--- config.mk ---
export PLATFORM = sky130hd
export DESIGN_NAME = moore_1011
export DESIGN_NICKNAME = d
export VERILOG_FILES = /design/src/rtl/moore_1011.sv
export SDC_FILE = /design/constraint.sdc
export NUM_CORES = 1
export LEC_CHECK = 0
export CAP_MARGIN = 20
export CORE_AREA = 8 8 45 47
export CTS_CLUSTER_DIAMETER = 40
export CTS_CLUSTER_SIZE = 24
export DETAILED_ROUTE_END_ITERATION = 10
export DIE_AREA = 0 0 53 55
export SETUP_SLACK_MARGIN = 0.4
export SYNTH_ARGS = -nofsm -noshare
export SYNTH_HDL_FRONTEND = slang
export SYNTH_SLANG_ARGS = --single-unit
--- constraint.sdc ---
create_clock -name clk -period 1.34 [get_ports clk]
set_input_delay 0.335 -clock clk [delete_from_list [all_inputs] [get_ports clk]]
set_output_delay 0.335 -clock clk [all_outputs]
set_load 0.01 [all_outputs]
--- src/rtl/moore_1011.sv ---
// Moore detector for the serial pattern 1011 (first bit first).
// z is decoded from the state register alone, so it has no combinational path from x.
module moore_1011 #(
  parameter int OVERLAP = 1
) (
  input  logic clk,
  input  logic rst,
  input  logic x,
  output logic z
);

  typedef enum logic [2:0] {
    S0 = 3'd0,
    S1 = 3'd1,
    S2 = 3'd2,
    S3 = 3'd3,
    S4 = 3'd4
  } state_t;

  // Kept as a plain 3-bit vector so that the unused codes 5..7 stay representable.
  logic [2:0] r_state;
  state_t     w_next;

  always_ff @(posedge clk) begin
    if (rst) begin
      r_state <= S0;
    end else begin
      r_state <= w_next;
    end
  end

  always_comb begin
    w_next = S0;
    case (r_state)
      S0: w_next = x ? S1 : S0;
      S1: w_next = x ? S1 : S2;
      S2: w_next = x ? S3 : S0;
      S3: w_next = x ? S4 : S2;
      // After a match, the trailing 1 may begin the next match ("10" suffix) only when overlapping.
      S4: begin
        if (x) begin
          w_next = S1;
        end else begin
          w_next = (OVERLAP != 0) ? S2 : S0;
        end
      end
      default: w_next = S0;
    endcase
  end

  assign z = (r_state == S4);

endmodule

==> flow_summary.ini <==
[routing]
wl_per_cell_um = 9.72
initialDrtViolationCount = 0
firstDrtPassIters = 1
wl_um = 379
drc_errors = 0
antenna_left = 0
routed-via-count = 137
viasPerCell = 3.51

[sta]
fin_crit_ns = 1.18
tns_ns = 0
max_freq_mhz = 851
fin_crit_sh = 0.877
finalSetupViolCount = 0
skew_ns = 0.0000256
finalWorstSetupSlack_ns = 0.165
whs_ns = 0.583
hold_viol_final = 0
maxSlewViolCount = 0
tightest_slew_ns = 0.179
relSlewSlack = 0.880
rsz0062_at_grt = yes

[setup_path]
critPathArrivalTime_ns = 1.32
cp-startpoint = r_state[2]$_SDFF_PP0_
startpoint_type = flop
path_cells = buf_4 > or4bb_1 > a31oi_1
rrSetupSlack_ns = 0.16
crit_path_top_delay_cell = or4bb_1
crit_family = simple AND/OR/NAND/NOR gates
crit_end = r_state[1]$_SDFF_PP0_
worst-path-max-fanout = 5
rr_worst_depth = 3
r2r-end = r_state[1]$_SDFF_PP0_
endpoint_kind = flop
cp.depth = 3
criticalPathCategory = flop to flop
max_stage_delay_ns = 0.49
r2r-start = r_state[2]$_SDFF_PP0_
critPathBufInv = 1
cp.required_ns = 1.49

[power]
p_comb_frac = 0.084
power-per-cell-area_mw_per_mm2 = 1070
clkPwrFrac = 0.566
p_leak_nw = 0.0999
intPower_uw = 219
switching_power_uw = 53.7
ir_drop_mv = 0.409
p_total_uw = 273
swShare = 0.197
seq_power_share = 0.350

[floorplan]
start_util = 0.0986
core_sq_mm = 0.00138
die_h_um = 55
ios = 4
die-area_sq_mm = 0.00292
fp-row-count = 14
die_w_um = 53

[yosys]
ys_top_cells_by_area = dfxtp_1 44%, nor3b_1 17%, or4bb_1 8.3%
synth_cell_type_count = 8
async_flop_share = 0
yosysTopAreaCell = dfxtp_1
synthFlopType = dfxtp_1
yosysWarnings = 0
ys_top_cells_by_count = 3 x dfxtp_1, 3 x nor3b_1
netlist_area_sq_um = 136
synth_edf_count = 0
syn-num-nets = 15
synth-seq-cells = 3
synth_top_area_frac = 0.440
syn-mean-instance-area_sq_um = 11.4
yosysSeqAreaShare = 0.440
synthCells = 12

[clock_network]
clk_pin_slew_ns = 0.04
clock_path_buffers = 2
numCtsBuffers = 3
cts_hold_buf = 0
clkSinkCount = 3
post-cts-setup-buffers = 0
cts_root_buf = clkbuf_4
clkLatencyLatePin_ns = 0.23
cts_tree = built
htreeDepth = 1

[hold_path]
hold_class = input pin to flop

[layout]
final_layout_size_suffix_gt1_frac = 0.609
syn_to_final_growth_pct = 87.2
final_nets = 27
top_register = r_state
final_cells = 39
largest_reg_flops = 3
top_regs = r_state x3
seq_area_sq_um = 62.6
multi_input_area_sq_um = 92.6
fillCellCount = 151
n_antenna_cell = 0

[placed_design]
dp.cells = 35
place_congestion = 0.581
io_buffer_count = 3
pre_cts_ws_ns = -0.216

[global_routing]
grt.overflow.total = 0
gr-usage-met1 = 0.0288
grt_max_degree = 6
antenna_found_initial = 0
grt_usage = 0.0311
grt_pass1_vias = 147
use_met2 = 0.0332
grt_first_pass_wirelength_um = 545
grtUsageMet3 = 0.0321
top_usage_layer = met4

[run_status]
status = finished, final reports clean

[run]
cap_violations = 0
## metal layers
metal,wire (um),share of wire
met5,0,0
met4,0,0
met3,18,0.047
met2,178,0.47
met1,183,0.48
## repair_timing
| item | 4_1_cts | 5_1_grt |
|---|---|---|
| endpoints found under the setup margin | 4 | 4 |
| pin swaps | 3 | 4 |
| resized for setup | 9 | 2 |
## cells in the final DEF, fill, tap and decap left out
cell             count
dfxtp_2              2
dlygate4sd2_1        1
dfxtp_1              1
buf_4                4
or4bb_1              1
clkdlybuf4s50_1      1
clkbuf_4             3
nor3b_2              3
clkbuf_1             1
buf_2                1
or3b_1               1
a31oi_1              1
nand3b_1             1
maj3_2               1
or4b_1               1
## area by class of cell
class,instances,area share
flip-flops and latches,3,0.245
multi-input cells,9,0.363
clock buffers,4,0.103
well taps,16,0.0784
repair buffers,7,0.211
## power by group through the flow
| stage | Sequential, mW | Clock (mW) | Combinational (mW) |
|---|---|---|---|
| 3_5_place_dp | 0.0958 | 0 | 0.0221 |
| 5_1_grt | 0.0960 | 0.167 | 0.0247 |
| 3_3_place_gp | 0.0957 | 0 | 0.0217 |
| 2_1_floorplan | 0.0968 | 0 | 0.00519 |
| 4_1_cts | 0.0956 | 0.163 | 0.0220 |
| 6_report | 0.0954 | 0.154 | 0.0230 |
## stage by stage
| stage | utilization | area (sq um) |
|---|---|---|
| 2_1_floorplan | - | 136 |
| 3_3_place_gp | 0.156 | 216 |
| 3_5_place_dp | 0.156 | 216 |
| 4_1_cts | 0.180 | 249 |
| 5_1_grt | 0.184 | 255 |
| 6_report | 0.184 | 255 |
## worst register-to-register path, delay by kind of cell (launching register included)
kind	cells	cell delay, ns
and+or+nand+nor	1	0.49
DFF	1	0.30
AOI/OAI and AO/OA	1	0.17
buffers and inverters	1	0.14
## cells by family after synthesis
family,Yosys count,share of synthesized area
AND/OR/NAND/NOR,7,0.440
AO/OA/AOI/OAI,1,0.0459
flip-flops,3,0.440
adder cells (fa/ha/maj),1,0.0734
## how the worst min path moves through the flow
stage / start / to / cells past startpoint
after floorplan: rst / r_state[1]$_SDFF_PP0_ / 1
after global placement: r_state[0]$_SDFF_PP0_ / r_state[2]$_SDFF_PP0_ / 3
after detailed placement: r_state[0]$_SDFF_PP0_ / r_state[2]$_SDFF_PP0_ / 3
after CTS: x / r_state[1]$_SDFF_PP0_ / 3
after global routing: x / r_state[1]$_SDFF_PP0_ / 3
final: x / r_state[1]$_SDFF_PP0_ / 3
(Power assumes the default switching activity.)
